`src/rtl/cordic_pkg.sv`:
```
// Shared constants and FSM state type for the cordic job scheduler.
// Angle format: 1 LSB = 1/128 degree, signed 16-bit.
package cordic_pkg;

    localparam int ANG_W = 16;
    localparam logic [ANG_W-1:0] ANG_180  = 16'h5A00;
    localparam logic [ANG_W-1:0] ANG_N180 = 16'hA600;
    localparam int SMP_W = 8;

    typedef enum logic [1:0] {
        IDLE,
        ISSUE,
        WAIT
    } state_t;

endpackage

```
`src/rtl/rr_arbiter.sv`:
```
// Combinational round-robin pick: first set req bit searching upward from ptr, wrapping.
// Zero latency; no grant while en is low.
module rr_arbiter #(
    parameter int NREQ = 4,
    parameter int IDW  = 2
) (
    input  logic [NREQ-1:0] req,
    input  logic [IDW-1:0]  ptr,
    input  logic            en,
    output logic [NREQ-1:0] gnt,
    output logic [IDW-1:0]  gnt_idx
);

    int   idx;
    logic found;

    always_comb begin
        gnt     = '0;
        gnt_idx = '0;
        found   = 1'b0;
        idx     = 0;
        for (int k = 0; k < NREQ; k++) begin
            idx = int'(ptr) + k;
            if (idx >= NREQ) begin
                idx = idx - NREQ;
            end
            if (en && !found && req[idx]) begin
                gnt[idx] = 1'b1;
                gnt_idx  = IDW'(idx);
                found    = 1'b1;
            end
        end
    end

endmodule

```
`src/rtl/cordic_sched.sv`:
```
// Shares one cordic engine among NREQ requesters; grant -> result in 4..14 cycles, abandon after TIMEOUT.
// Requesters wait on req_ready; grants only while idle with the engine ready and done.
module cordic_sched
    import cordic_pkg::*;
#(
    parameter int NREQ    = 4,
    parameter int IDW     = 2,
    parameter int TIMEOUT = 31
) (
    input  logic                  clk,
    input  logic                  resetn,
    input  logic [NREQ-1:0]       req_valid,
    input  logic [NREQ*SMP_W-1:0] req_x,
    input  logic [NREQ*SMP_W-1:0] req_y,
    output logic [NREQ-1:0]       req_ready,
    output logic                  res_valid,
    output logic [IDW-1:0]        res_id,
    output logic [ANG_W-1:0]      res_angle,
    output logic                  res_err,
    output logic                  eng_start,
    output logic [SMP_W-1:0]      eng_x,
    output logic [SMP_W-1:0]      eng_y,
    input  logic [ANG_W-1:0]      eng_angle,
    input  logic                  eng_done,
    input  logic                  eng_ready
);

    localparam int TW = $clog2(TIMEOUT + 1);

    state_t          state;
    logic [IDW-1:0]  rr_ptr;
    logic [IDW-1:0]  cur_id;
    logic [TW-1:0]   timer;

    logic            arb_en;
    logic [NREQ-1:0] gnt;
    logic [IDW-1:0]  gnt_idx;
    logic [IDW-1:0]  nxt_ptr;
    logic [SMP_W-1:0] sel_x;
    logic [SMP_W-1:0] sel_y;

    // resetn gates the grant so req_ready stays low through reset
    assign arb_en = resetn && (state == IDLE) && eng_ready && eng_done;

    rr_arbiter #(
        .NREQ (NREQ),
        .IDW  (IDW)
    ) u_arb (
        .req     (req_valid),
        .ptr     (rr_ptr),
        .en      (arb_en),
        .gnt     (gnt),
        .gnt_idx (gnt_idx)
    );

    assign req_ready = gnt;
    assign nxt_ptr   = (gnt_idx == IDW'(NREQ - 1)) ? '0 : gnt_idx + 1'b1;
    assign sel_x     = req_x[int'(gnt_idx)*SMP_W +: SMP_W];
    assign sel_y     = req_y[int'(gnt_idx)*SMP_W +: SMP_W];

    always_ff @(posedge clk) begin
        if (!resetn) begin
            state     <= IDLE;
            rr_ptr    <= '0;
            cur_id    <= '0;
            timer     <= '0;
            eng_start <= 1'b0;
            eng_x     <= '0;
            eng_y     <= '0;
            res_valid <= 1'b0;
            res_err   <= 1'b0;
            res_id    <= '0;
            res_angle <= '0;
        end else begin
            eng_start <= 1'b0;
            res_valid <= 1'b0;
            res_err   <= 1'b0;
            case (state)
                IDLE: begin
                    if (|gnt) begin
                        eng_x     <= sel_x;
                        eng_y     <= sel_y;
                        cur_id    <= gnt_idx;
                        rr_ptr    <= nxt_ptr;
                        eng_start <= 1'b1;
                        state     <= ISSUE;
                    end
                end
                ISSUE: begin
                    timer <= '0;
                    state <= WAIT;
                end
                WAIT: begin
                    if (eng_done) begin
                        res_valid <= 1'b1;
                        res_angle <= eng_angle;
                        res_id    <= cur_id;
                        state     <= IDLE;
                    end else if (timer == TW'(TIMEOUT)) begin
                        res_err <= 1'b1;
                        res_id  <= cur_id;
                        state   <= IDLE;
                    end else begin
                        timer <= timer + 1'b1;
                    end
                end
                default: state <= IDLE;
            endcase
        end
    end

endmodule

```
`config.mk`:
```
export PLATFORM = sky130hd
export DESIGN_NAME = cordic_sched
export DESIGN_NICKNAME = d
export VERILOG_FILES = /design/src/rtl/cordic_pkg.sv /design/src/rtl/rr_arbiter.sv /design/src/rtl/cordic_sched.sv
export SDC_FILE = /design/constraint.sdc
export NUM_CORES = 1
export LEC_CHECK = 0
export BUFFER_PORTS_ARGS = -buffer_cell sky130_fd_sc_hd__buf_2
export CAP_MARGIN = 40
export CORE_ASPECT_RATIO = 1.1
export CORE_MARGIN = 5
export CORE_UTILIZATION = 43
export CTS_CLUSTER_SIZE = 10
export DETAILED_ROUTE_END_ITERATION = 8
export MAX_ROUTING_LAYER = met4
export PLACE_DENSITY_LB_ADDON = 0.15
export REMOVE_ABC_BUFFERS = 1
export SLEW_MARGIN = 20
export SYNTH_ARGS = -nofsm -noshare
export SYNTH_HDL_FRONTEND = slang
export SYNTH_SLANG_ARGS = --single-unit
```
`constraint.sdc`:
```
create_clock -name clk -period 2.82 [get_ports clk]
set_input_delay 0.141 -clock clk [delete_from_list [all_inputs] [get_ports clk]]
set_output_delay 0.141 -clock clk [all_outputs]
set_load 0.01 [all_outputs]
```
# Word level (Yosys, flattened, before mapping)
# Index checks and enable logic that the tools add are counted.
# op_classes
bitwise_logic	5
n_addsub	9
n_lt_le_gt_ge	12
reduce_logical	29
mux	48
n_eq_ne	8
shift	2
# op_table
op	count
32-bit by 1-bit greater-or-equal comparator with 1-bit output (second input constant)	4
32-bit by 4-bit < comparator with 1-bit output (second input constant)	4
32-bit two-way mux	4
32-bit by 4-bit greater-or-equal comparator with 1-bit output (second input constant)	3
32-bit by 4-bit subtractor with 32-bit output (second input constant)	3
32-bit by 6-bit variable part select with 8-bit output	2
2-bit two-way mux	10
1-bit two-way mux	18
4-bit two-way mux	4
1-bit logical AND	14
4-bit OR	3
2-bit AND reduction	6
5-bit two-way mux	2
5-bit one-hot mux with 2 select lines	1
1-bit binary-select mux with 2-bit select	4
1-bit demux with 2-bit select	4
2-bit by 2-bit adder with 3-bit output (second input constant)	2
2-bit one-hot mux with 3 select lines	1
5-bit by 1-bit adder with 5-bit output (second input constant)	1
5-bit equality test (second input constant)	1
2-bit equality test (second input constant)	2
2-bit != test (second input constant)	2
2-bit nonzero test	2
4-bit OR reduction	1
other kinds (12)	15
# totals
word_cells	124
output_inout_bits	41
register_bits	48
input_bits	88

# Longest topological paths before layout
# Gate-level depths: netlist (run 1).
# depth
ltp_word	22
mapped_depth	13
depth_no_buf	10

# Cells and area by module
# From an unflattened synthesis (run 1), not the netlist that was laid out.
# unflattened
hier_cells	279
area_unflattened_um2	2686.3
# modules_own_cells
mod	instances	area_per_inst_um2	cells_per_inst	seq_area_each_um2
cordic_sched	1	2204.6	221	960.9
rr_arbiter	1	481.7	58	0.0

# Worst setup path after synthesis (run 1)
# OpenSTA, ideal clock, no wires.
# synth_path
path_kind	register to register
start	reg rr_ptr[0]
end	reg rr_ptr[0]
t_arrival_ps	2964
synth_period_minus_slack_ps	3079
stages_incl_launch_ff	13
required_ps	2705
path_slack_ps	-259
n_path_buf	3
setup_ps	115
cell_sequence	dfxtp_1 > buf_6 > inv_1 > ha_1 > mux4_2 > nor3b_1 > a22o_1 > a22o_1 > or4_4 > buf_6 > buf_6 > nor3b_1 > o21a_1
# synth_via
elab_chain_len	21
elab_cells_between_ends	76
cone_classes	add/sub (8); order compare (12); eq/ne (1); mux (36); bitwise (3); reduce/logical (16)
# synth_rtl
item	line	text
start, declared	cordic_sched.sv:31	logic [IDW-1:0] rr_ptr;
start signal, assigned	cordic_sched.sv:84	rr_ptr <= nxt_ptr;
branches (longest 18 deep; another with 32-bit by 4-bit subtractor with 32-bit output)	-	
4-bit two-way mux *	rr_arbiter.sv:27	if (en && !found && req[idx]) begin
net req_ready[1]	cordic_sched.sv:15	output logic [NREQ-1:0] req_ready,
4-bit OR reduction *	cordic_sched.sv:80	if (|gnt) begin
2-bit AND reduction (no line) *	-	
# Mark *: on every way through the listed nets, which the timed path passes. The select of a mux whose other input is x is not followed.
# A chain may end at the register's enable or synchronous reset.

# Worst setup path in the final report (run 1)
# layout_path
start	reg rr_ptr[0]
end	reg cur_id[1]
# layout_via
elab_chain_len	21
elab_cells_between_ends	73
cone_classes	add/sub (7); order compare (12); mux (35); bitwise (3); reduce/logical (16)
# layout_rtl
item	line	text
branches (longest 21 deep; another with 32-bit by 4-bit subtractor with 32-bit output)	-	
end signal, assigned	cordic_sched.sv:83	cur_id <= gnt_idx;
end, declared	cordic_sched.sv:32	logic [IDW-1:0] cur_id;
# Parallel ways; which one is timed is not known. The select of a mux whose other input is x is not followed.

==> results of run 1 <==
## registers in the layout, indices dropped and copies added (netlist names), 2 cells and up
name and flops:
cur_id 2, eng_x 8, res_angle 16, rr_ptr 2, res_id 2, timer 5, eng_y 8, state 2
## placed cells by master, fill, tap and decap left out, types with 5 or more instances in the layout
master    Yosys  final
nor2b_1       6      6
dfxtp_1      48     47
buf_2         6    128
mux2_1       16     16
clkbuf_8      0      6
buf_4         0     10
nand2_1      60     60
a22o_1        5      5
ha_1         11     10
mux2i_1      51     51
nor2_1        8      8
a21boi_1     18     18
## how the worst max path moves through the flow
stage                                start                endpoint  slack [ps]
global placement    rr_ptr[0]$_SDFFE_PN0P_  cur_id[0]$_SDFFE_PN0P_          30
CTS                 rr_ptr[0]$_SDFFE_PN0P_  cur_id[1]$_SDFFE_PN0P_          40
detailed placement  rr_ptr[0]$_SDFFE_PN0P_  cur_id[1]$_SDFFE_PN0P_         -20
global route        rr_ptr[0]$_SDFFE_PN0P_  cur_id[1]$_SDFFE_PN0P_           3
finish              rr_ptr[0]$_SDFFE_PN0P_  cur_id[1]$_SDFFE_PN0P_         110
floorplan           rr_ptr[0]$_SDFFE_PN0P_  rr_ptr[0]$_SDFFE_PN0P_       -4760
## area by class of cell
class | count | area (µm²) | area share, %
Multi-Input combinational cell | 228 | 1770 | 47.5
Sequential cell | 48 | 962 | 25.9
Timing Repair Buffer | 142 | 778 | 20.9
Tap cell | 82 | 103 | 2.76
Clock buffer | 6 | 82.6 | 2.22
Clock inverter | 2 | 15.0 | 0.404
Inverter | 3 | 11.3 | 0.303
## cell families (layout without fill, tap and decap cells)
kind of cell / after synthesis / in the layout / share of synthesized area (%)
buf+inv: 24 / 153 / 4.52
simple gates: 101 / 101 / 17.0
compound gates: 42 / 42 / 10.8
mux: 73 / 73 / 28.5
xor+xnor: 1 / 1 / 0.310
fa+ha+maj: 11 / 11 / 4.88
flops: 48 / 48 / 34.0
## synth_stat cells (3+ instances only)
cell type | instances | area share, %
a21boi_1 | 18 | 4.8
a21o_1 | 3 | 0.80
a21oi_1 | 4 | 0.71
a22o_1 | 5 | 1.6
and2_1 | 3 | 0.66
and3_1 | 3 | 0.66
buf_2 | 6 | 1.1
buf_6 | 4 | 1.6
clkbuf_1 | 10 | 1.3
dfxtp_1 | 48 | 34
ha_1 | 11 | 4.9
inv_1 | 3 | 0.40
mux2_1 | 16 | 6.4
mux2i_1 | 51 | 18
mux4_2 | 4 | 3.2
nand2_1 | 60 | 8.0
nand3_1 | 3 | 0.53
nand3b_1 | 3 | 0.80
nor2_1 | 8 | 1.1
nor2b_1 | 6 | 1.3
nor3b_1 | 3 | 0.80
o21ai_0 | 4 | 0.71
## critical path, cell delays in order (launching register included)
cell and delay (ps):
dfxtp_2 370, buf_6 120, mux4_2 540, nor2b_4 160
a22o_1 230, a22o_1 250, or4_4 550, buf_12 180
mux2i_1 150, nor2b_1 60
## power by group
group | leakage, nW | total (mW) | internal (mW) | switching, mW
clock | 0.0434 | 0.433 | 0.199 | 0.234
combinational | 1.22 | 0.377 | 0.193 | 0.184
sequential | 0.390 | 0.739 | 0.718 | 0.0215
total | 1.65 | 1.55 | 1.11 | 0.439
## per-layer routing
metal	vias up	global-route usage [%]	part of all wire, %
met5	-	-	0
met4	0	5.75	1.8
met3	10	4.62	7.0
met2	79	28.2	50
met1	1202	20.5	41
li1	1301	-	-
## what timing repair did
item | in CTS | in global routing
resized for setup | 2 | 6
setup endpoints to repair | 3 | 17
pin swaps | 0 | 1
## stage by stage
step / hold slack [ps] / power (mW) / TNS [ps] / setup slack [ps] / utilization [%]
floorplan: 218 / 0.959 / -85910 / -4760 / -
detailed placement: 387 / 1.12 / -26.0 / -23.2 / 55.3
CTS: 53.2 / 1.56 / 0 / 39.4 / 56.9
finish: 66.7 / 1.55 / 0 / 106 / 57.4
global placement: 380 / 1.12 / 0 / 29.7 / 55.3
global route: 53.4 / 1.64 / 0 / 2.52 / 57.4
==> run_results.csv, run 1 <==
group,metric,value,unit
min_path,hp-start,"eng_angle[12]",
grt,grt_overflow,0,
sta,slew_viol_final,0,
yosys,synth_flop_cell,"dfxtp_1",
min_path,hp-class,"in2reg",
clock_tree,numCtsBuffers,5,
sta,fmax,368,MHz
sta,rsz0062_at_grt,"false",
worst_setup_path,critPathRequiredTime,3020,ps
sta,hold_viol,0,
worst_setup_path,timing.rr.start,"rr_ptr[0]$_SDFFE_PN0P_",
finish,instances_no_fill,511,
clock_tree,cts_setup_buffers,0,
finish,design_area,3720,µm²
sta,worst_pin_slew,563,ps
yosys,yosysSeqAreaShare,34.0,%
die,io_pins,129,
grt,antenna_found_initial,0,
clock_tree,clock_path_buffers,2,
yosys,async_reset_ff_share,0,%
die,start_util,43.6,%
grt,grt_pass1_vias,2528,
worst_setup_path,worstPathArrival,2910,ps
drt,drt_iter0_markers,99,
place,io_buffer_count,128,
drt,viasPerCell,5.07,
worst_setup_path,crit_path_end_kind,"flop",
sta,relSlewSlack,62.5,%
drt,num_vias,2592,
worst_setup_path,crit_type,"reg2reg",
die,core_area,6480,µm²
place,placed_area,3580,µm²
clock_tree,cts_tree,"yes",
clock_tree,clock_tree.root_cell,"clkbuf_8",
grt,grt_max_degree,47,
clock_tree,holdBufCountCts,0,
power_and_ir_drop,irDropWorstVdd,0.000312,V
sta,finalSetupViolCount,0,
grt,grtUsageTotal,17.3,%
yosys,synth.ff_latch_count,48,
min_path,hold_depth,3,
worst_setup_path,rrSetupSlack,110,ps
run_status,status,"complete, no violations",
clock_tree,worst_skew_pair.late_latency,290,ps
finish,fin_nets,527,
die,die_x,87.3,µm
place,placed_cells,503,
yosys,synth_cell_types,41,
finish,syn_to_final_growth,31.8,%
worst_setup_path,crit_fanout,10,
drt,wl_per_cell,14.1,µm
clock_tree,clk_pin_slew,90,ps
grt,grt_pass1_wl,11200,µm
yosys,synth-edff-count,0,
sta,fin_crit_sh,96.2,%
place,hpwl,5610,µm
clock_tree,cts_sinks,48,
finish,n_antenna_cell,0,
yosys,syn_area_per_cell,9.41,µm²
sta,period_minus_slack,2710,ps
die,placementRows,31,
drt,drt_wl_total,7180,µm
drt,dr.pass1.iters,4,
worst_setup_path,r2r_end,"cur_id[1]$_SDFFE_PN0P_",
yosys,synth_area,2820,µm²
power_and_ir_drop,power_density,416,nW/µm²
finish,drive_gt1_share,38.2,%
worst_setup_path,rr_worst_depth,9,
worst_setup_path,critPathLaunchType,"flop",
die,dieArea,8290,µm²
drt,drc,0,
clock_tree,htreeDepth,2,
min_path,min_to,"res_angle[12]$_SDFFE_PN0P_",
power_and_ir_drop,p_leak,1.65,nW
run,cap_violations,0,
finish,fill_cells,607,
yosys,ys.warnings.count,0,
sta,fin_skew,8.73,ps
yosys,syn_inst,300,
die,fp.dieH,95.0,µm
drt,ant_nets,0,
place,place.gp.congestion,0.770,
Power figures use the tool's default switching activity.
==> inputs of run 2 (changes only) <==
==> constraint.sdc (replaced) <==
create_clock -name clk -period 2.82 [get_ports clk]
set_input_delay 0.423 -clock clk [delete_from_list [all_inputs] [get_ports clk]]
set_output_delay 0.423 -clock clk [all_outputs]
set_load 0.01 [all_outputs]
==> run 2 against run 1 <==
  * Clock skew increased by 3.3 ps
  * Combinational power increased by 9.5%
  * Wire length increased by 5.7%
  * Sequential power about the same
  * First-iteration DRC count increased by 21%
  * Core utilization increased by 2.1 points
  * Final cell count increased by 2.3%
  * Largest cell class unchanged
  * Highest routed layer unchanged
==> run_results.csv, run 2 (synthesis gave the netlist of run 1 again) <==
group,metric,value,unit
run_status,status,"complete, no violations",
finish,top_register,"res_angle",
grt,antenna_found_initial,0,
drt,drt_wl_total,7590,µm
power_and_ir_drop,p_leak,1.74,nW
worst_setup_path,cpMaxStageDelayCell,"or4_4",
finish,final_cell_mix,"buf_2 (128), nand2_1 (60), mux2i_1 (51), dfxtp_1 (47), buf_4 (21)",
sta,setup_tns,0,ps
worst_setup_path,timing.rr.start,"rr_ptr[0]$_SDFFE_PN0P_",
drt,wl_per_cell,14.5,µm
grt,grt_overflow,0,
clock_tree,numCtsBuffers,5,
die,start_util,43.6,%
drt,num_vias,2599,
sta,slew_viol_final,0,
drt,dr.pass1.iters,4,
run,cap_violations,0,
finish,top_regs,"res_angle: 16 flops, eng_x: 8 flops, eng_y: 8 flops",
finish,seq_area,962,µm²
clock_tree,htreeDepth,2,
worst_setup_path,critPathLaunchType,"flop",
worst_setup_path,rr_worst_depth,12,
worst_setup_path,crit_path_end_kind,"flop",
finish,layout_commonest_cell,"buf_2",
worst_setup_path,r2r_end,"cur_id[1]$_SDFFE_PN0P_",
grt,grt_max_degree,47,
power_and_ir_drop,irDropWorstVdd,0.000306,V
power_and_ir_drop,power.total,1.64,mW
worst_setup_path,cp_cell_sequence,"inv_1 > ha_4 > buf_4 > mux4_2 > buf_4 > nand3b_1 > a21oi_1 > a21o_1 > or4_4 > buf_4 > mux2i_1 > nor2b_1",
finish,n_antenna_cell,0,
die,io_pins,129,
die,fp.dieH,95.0,µm
finish,syn_to_final_growth,36.6,%
drt,drc,0,
min_path,hold_depth,3,
clock_tree,clk_pin_slew,90,ps
sta,fmax,360,MHz
die,dieArea,8290,µm²
sta,finalSetupViolCount,0,
place,place.gp.congestion,0.770,
finish,largest_register_ffs,16,
clock_tree,worst_skew_pair.late_latency,300,ps
clock_tree,holdBufCountCts,0,
drt,viasPerCell,4.97,
sta,fin_crit_sh,98.4,%
finish,fill_cells,589,
die,die_x,87.3,µm
clock_tree,cts_sinks,48,
clock_tree,clock_path_buffers,2,
clock_tree,cts_tree,"yes",
worst_setup_path,critPathRequiredTime,3030,ps
grt,grt_pass1_wl,11300,µm
finish,fin_nets,539,
place,hpwl,5580,µm
power_and_ir_drop,power_density,426,nW/µm²
min_path,min_to,"res_angle[4]$_SDFFE_PN0P_",
place,placed_cells,504,
worst_setup_path,crit_type,"reg2reg",
finish,drive_gt1_share,40.1,%
die,core_area,6480,µm²
clock_tree,clock_tree.root_cell,"clkbuf_8",
worst_setup_path,worst_path_most_repeated_cell,"buf_4",
finish,utilization,59.5,%
sta,worst_pin_slew,585,ps
place,io_buffer_count,128,
worst_setup_path,worstPathArrival,2980,ps
grt,grtUsageTotal,17.6,%
drt,drt_iter0_markers,120,
worst_setup_path,rrSetupSlack,40,ps
sta,hold_viol,0,
sta,period_minus_slack,2780,ps
sta,whs,351,ps
min_path,hp-start,"eng_angle[4]",
worst_setup_path,cpPeakStageDelay,600,ps
worst_setup_path,crit_fanout,7,
drt,ant_nets,0,
finish,multi_input_area,1780,µm²
grt,grt_pass1_vias,2527,
die,placementRows,31,
finish,instances_no_fill,523,
sta,relSlewSlack,61.0,%
sta,fin_skew,12.0,ps
min_path,hp-class,"in2reg",
[run 2: how the worst max path moves through the flow]
stage                                  end  slack (ps)                    from
CTS                 cur_id[1]$_SDFFE_PN0P_          20  rr_ptr[0]$_SDFFE_PN0P_
global route         eng_y[0]$_SDFFE_PN0P_         -50  rr_ptr[0]$_SDFFE_PN0P_
detailed placement  cur_id[1]$_SDFFE_PN0P_          30  rr_ptr[0]$_SDFFE_PN0P_
global placement    cur_id[1]$_SDFFE_PN0P_          60            req_valid[1]
finish              cur_id[1]$_SDFFE_PN0P_          40  rr_ptr[0]$_SDFFE_PN0P_
floorplan           rr_ptr[0]$_SDFFE_PN0P_       -4760  rr_ptr[0]$_SDFFE_PN0P_
[run 2: repair_timing]
item / CTS / global route
gates resized for setup: 1 / 7
gates cloned: 0 / 2
buffers inserted: 0 / 9
pin swaps: 0 / 3
endpoints found under the setup margin: 4 / 22
[run 2: layer usage]
| metal | track usage (%) | vias to the layer above | part of all wire (%) |
|---|---|---|---|
| met3 | 5.15 | 12 | 6.2 |
| met2 | 28.0 | 75 | 49 |
| met1 | 21.0 | 1191 | 42 |
| met4 | 6.27 | 0 | 2.2 |
| li1 | - | 1321 | - |
| met5 | - | - | 0 |
[run 2: area by class of cell]
type	count	share of cell area (%)
inverters	3	0.292
clock inverters	2	0.909
flip-flops and latches	48	25.0
repair buffers	154	23.1
clock buffers	6	1.88
multi-input cells	228	46.2
well taps	82	2.66
[run 2: critical path, delay by kind of cell, from the launching register on]
family                     cells  cell delay (ps)
and+or+nand+nor                3              720
buffers and inverters          4              590
muxes                          2              490
DFF                            1              370
adders and majority gates      1              270
AOI/OAI and AO/OA              2              230
[run 2: where the power goes]
group,switching [mW],internal [mW]
logic,0.197,0.216
registers,0.0203,0.718
clock network,0.230,0.264
[run 2: stage by stage]
stage | instance area, µm² | setup WS [ps]
6_report | 3860 | 44.3
4_1_cts | 3700 | 19.8
2_1_floorplan | 2710 | -4760
3_5_place_dp | 3590 | 29.6
3_3_place_gp | 3590 | 55.5
5_1_grt | 3860 | -46.0
==> inputs of run 3 (changes only) <==
--- a/config.mk
+++ b/config.mk
@@ -9,7 +9,7 @@
 export CAP_MARGIN = 40
 export CORE_ASPECT_RATIO = 1.1
 export CORE_MARGIN = 5
-export CORE_UTILIZATION = 43
+export CORE_UTILIZATION = 51
 export CTS_CLUSTER_SIZE = 10
 export DETAILED_ROUTE_END_ITERATION = 8
 export MAX_ROUTING_LAYER = met4
==> constraint.sdc (replaced) <==
create_clock -name clk -period 3.2 [get_ports clk]
set_input_delay 0.48 -clock clk [delete_from_list [all_inputs] [get_ports clk]]
set_output_delay 0.48 -clock clk [all_outputs]
set_load 0.01 [all_outputs]
==> run 3 against run 2 <==
  * Sequential power shrank 12%
  * Critical endpoint unchanged
  * Sequential share of layout area grew 1.5 points
  * First-iteration DRC count shrank 51%
  * Clock skew shrank 4.6 ps
==> run_results.csv, run 3 (synthesis gave the netlist of run 1 again) <==
group,metric,value,unit
die,placementRows,28,
clock_tree,clock_tree.root_cell,"clkbuf_8",
die,die_x,80.9,µm
clock_tree,htreeDepth,2,
clock_tree,clock_path_buffers,2,
sta,slew_viol_final,0,
worst_setup_path,critPathLaunchType,"flop",
grt,grt_pass1_wl,10800,µm
run,cap_violations,0,
min_path,min_to,"res_angle[2]$_SDFFE_PN0P_",
finish,top_register,"res_angle",
sta,rsz0062_at_grt,"false",
sta,worst_pin_slew,537,ps
drt,num_vias,2518,
power_and_ir_drop,comb_power_share,23.5,%
place,place.gp.congestion,0.817,
clock_tree,cts_setup_buffers,0,
grt,grt_pass1_vias,2518,
power_and_ir_drop,internal_power,0.968,mW
drt,dr.pass1.iters,4,
power_and_ir_drop,irDropWorstVdd,0.000268,V
sta,fin_skew,7.43,ps
grt,antenna_found_initial,1,
die,io_pins,129,
drt,ant_nets,0,
finish,top_regs,"res_angle: 16 flops, eng_x: 8 flops, eng_y: 8 flops",
clock_tree,worst_skew_pair.late_latency,290,ps
worst_setup_path,crit_type,"reg2reg",
worst_setup_path,r2r_end,"cur_id[1]$_SDFFE_PN0P_",
finish,layout_commonest_cell,"buf_2",
finish,largest_register_ffs,16,
place,io_buffer_count,128,
drt,drc,0,
worst_setup_path,setup.worst_path.start,"rr_ptr[0]$_SDFFE_PN0P_",
finish,fill_cells,476,
clock_tree,holdBufCountCts,0,
place,placed_area,3540,µm²
worst_setup_path,critPathRequiredTime,3390,ps
die,start_util,52.3,%
drt,wl_per_cell,13.4,µm
finish,drive_gt1_share,36.8,%
grt,grtUsageTotal,19.4,%
sta,finalSetupViolCount,0,
run_status,status,"complete, no violations",
finish,design_area,3640,µm²
sta,setup_tns,0,ps
power_and_ir_drop,swShare,28.0,%
power_and_ir_drop,power_frac_seq,48.5,%
worst_setup_path,rr_worst_depth,10,
worst_setup_path,crit_path_end_kind,"flop",
place,hpwl,5270,µm
clock_tree,clk_pin_slew,90,ps
finish,syn_to_final_growth,28.8,%
finish,final_cell_mix,"buf_2 (128), nand2_1 (60), mux2i_1 (51), dfxtp_1 (48), a21boi_1 (18)",
sta,fmax,333,MHz
grt,grt_max_degree,47,
worst_setup_path,timing.rr.start,"rr_ptr[0]$_SDFFE_PN0P_",
grt,grt_overflow,0,
sta,hold_viol,0,
min_path,hp-class,"in2reg",
min_path,hold_depth,3,
die,fp.dieH,88.0,µm
power_and_ir_drop,switching_power,0.377,mW
worst_setup_path,rrSetupSlack,190,ps
power_and_ir_drop,clkPwrFrac,28.1,%
power_and_ir_drop,power_density,370,nW/µm²
die,core_area,5400,µm²
clock_tree,numCtsBuffers,5,
drt,drt_wl_total,6690,µm
clock_tree,cts_sinks,48,
finish,fin_nets,522,
sta,relSlewSlack,64.2,%
power_and_ir_drop,p_leak,1.62,nW
worst_setup_path,worstPathArrival,3200,ps
drt,viasPerCell,5.04,
sta,fin_crit_sh,93.9,%
clock_tree,cts-resized-gates,0,
sta,period_minus_slack,3010,ps
clock_tree,cts_tree,"yes",
drt,drt_iter0_markers,59,
worst_setup_path,crit_fanout,21,
min_path,hp-start,"eng_angle[2]",
finish,instances_no_fill,500,
place,placed_cells,491,
die,dieArea,7120,µm²
## run 3: changes by cell type in the layout (fill, tap and decap cells not counted), sizes merged
cell and change:
inv +1, buf -15, bufinv -1, clkbuf -2
diode +1
## run 3: worst max path at each step
stage	slack (ps)	depth (start not counted)	end
floorplan	-4380	9	rr_ptr[0]$_SDFFE_PN0P_
global placement	300	9	cur_id[0]$_SDFFE_PN0P_
detailed placement	180	9	cur_id[1]$_SDFFE_PN0P_
CTS	180	10	cur_id[1]$_SDFFE_PN0P_
global route	40	10	cur_id[1]$_SDFFE_PN0P_
finish	190	10	cur_id[1]$_SDFFE_PN0P_
## run 3: final cells by class
class	count	area, µm²	area share [%]
inverter	3	11.3	0.310
clock inverter	2	13.8	0.379
clock buffer	6	82.6	2.27
sequential	48	961	26.4
tap	75	93.8	2.58
antenna	1	2.50	0.0688
timing repair buffer	137	721	19.8
multi-input combinational	228	1750	48.1
## run 3: power groups by stage
stage / sequential (mW) / combinational (mW) / clock, mW
floorplan: 0.681 / 0.165 / 0
global placement: 0.664 / 0.310 / 0
detailed placement: 0.664 / 0.318 / 0
CTS: 0.651 / 0.319 / 0.391
global route: 0.656 / 0.348 / 0.418
finish: 0.651 / 0.315 / 0.378
## run 3: metal layers
metal	routed length [µm]	vias to the layer above	global-route usage, %
met5	0	-	-
li1	-	1292	-
met3	393	4	4.73
met2	3520	68	34.7
met4	43	0	5.22
met1	2730	1154	21.3
## run 3: through the flow
| step | util (%) | hold slack [ps] | setup WS [ps] | power, mW |
|---|---|---|---|---|
| after floorplan | - | 440 | -4380 | 0.845 |
| final | 67.4 | 407 | 195 | 1.34 |
| after global placement | 65.6 | 438 | 300 | 0.974 |
| after CTS | 67.3 | 401 | 180 | 1.36 |
| after detailed placement | 65.6 | 443 | 183 | 0.982 |
| after global routing | 67.4 | 402 | 41.1 | 1.42 |
## run 3: worst max-delay path, stage by stage, from the launching register on
cell     delay, ps
dfxtp_1        450
inv_1           90
ha_1           380
mux4_2         330
nor3b_1        190
a22o_1         190
a22o_1         250
or4_4          520
buf_4          260
mux2i_1        200
nor2b_1         60
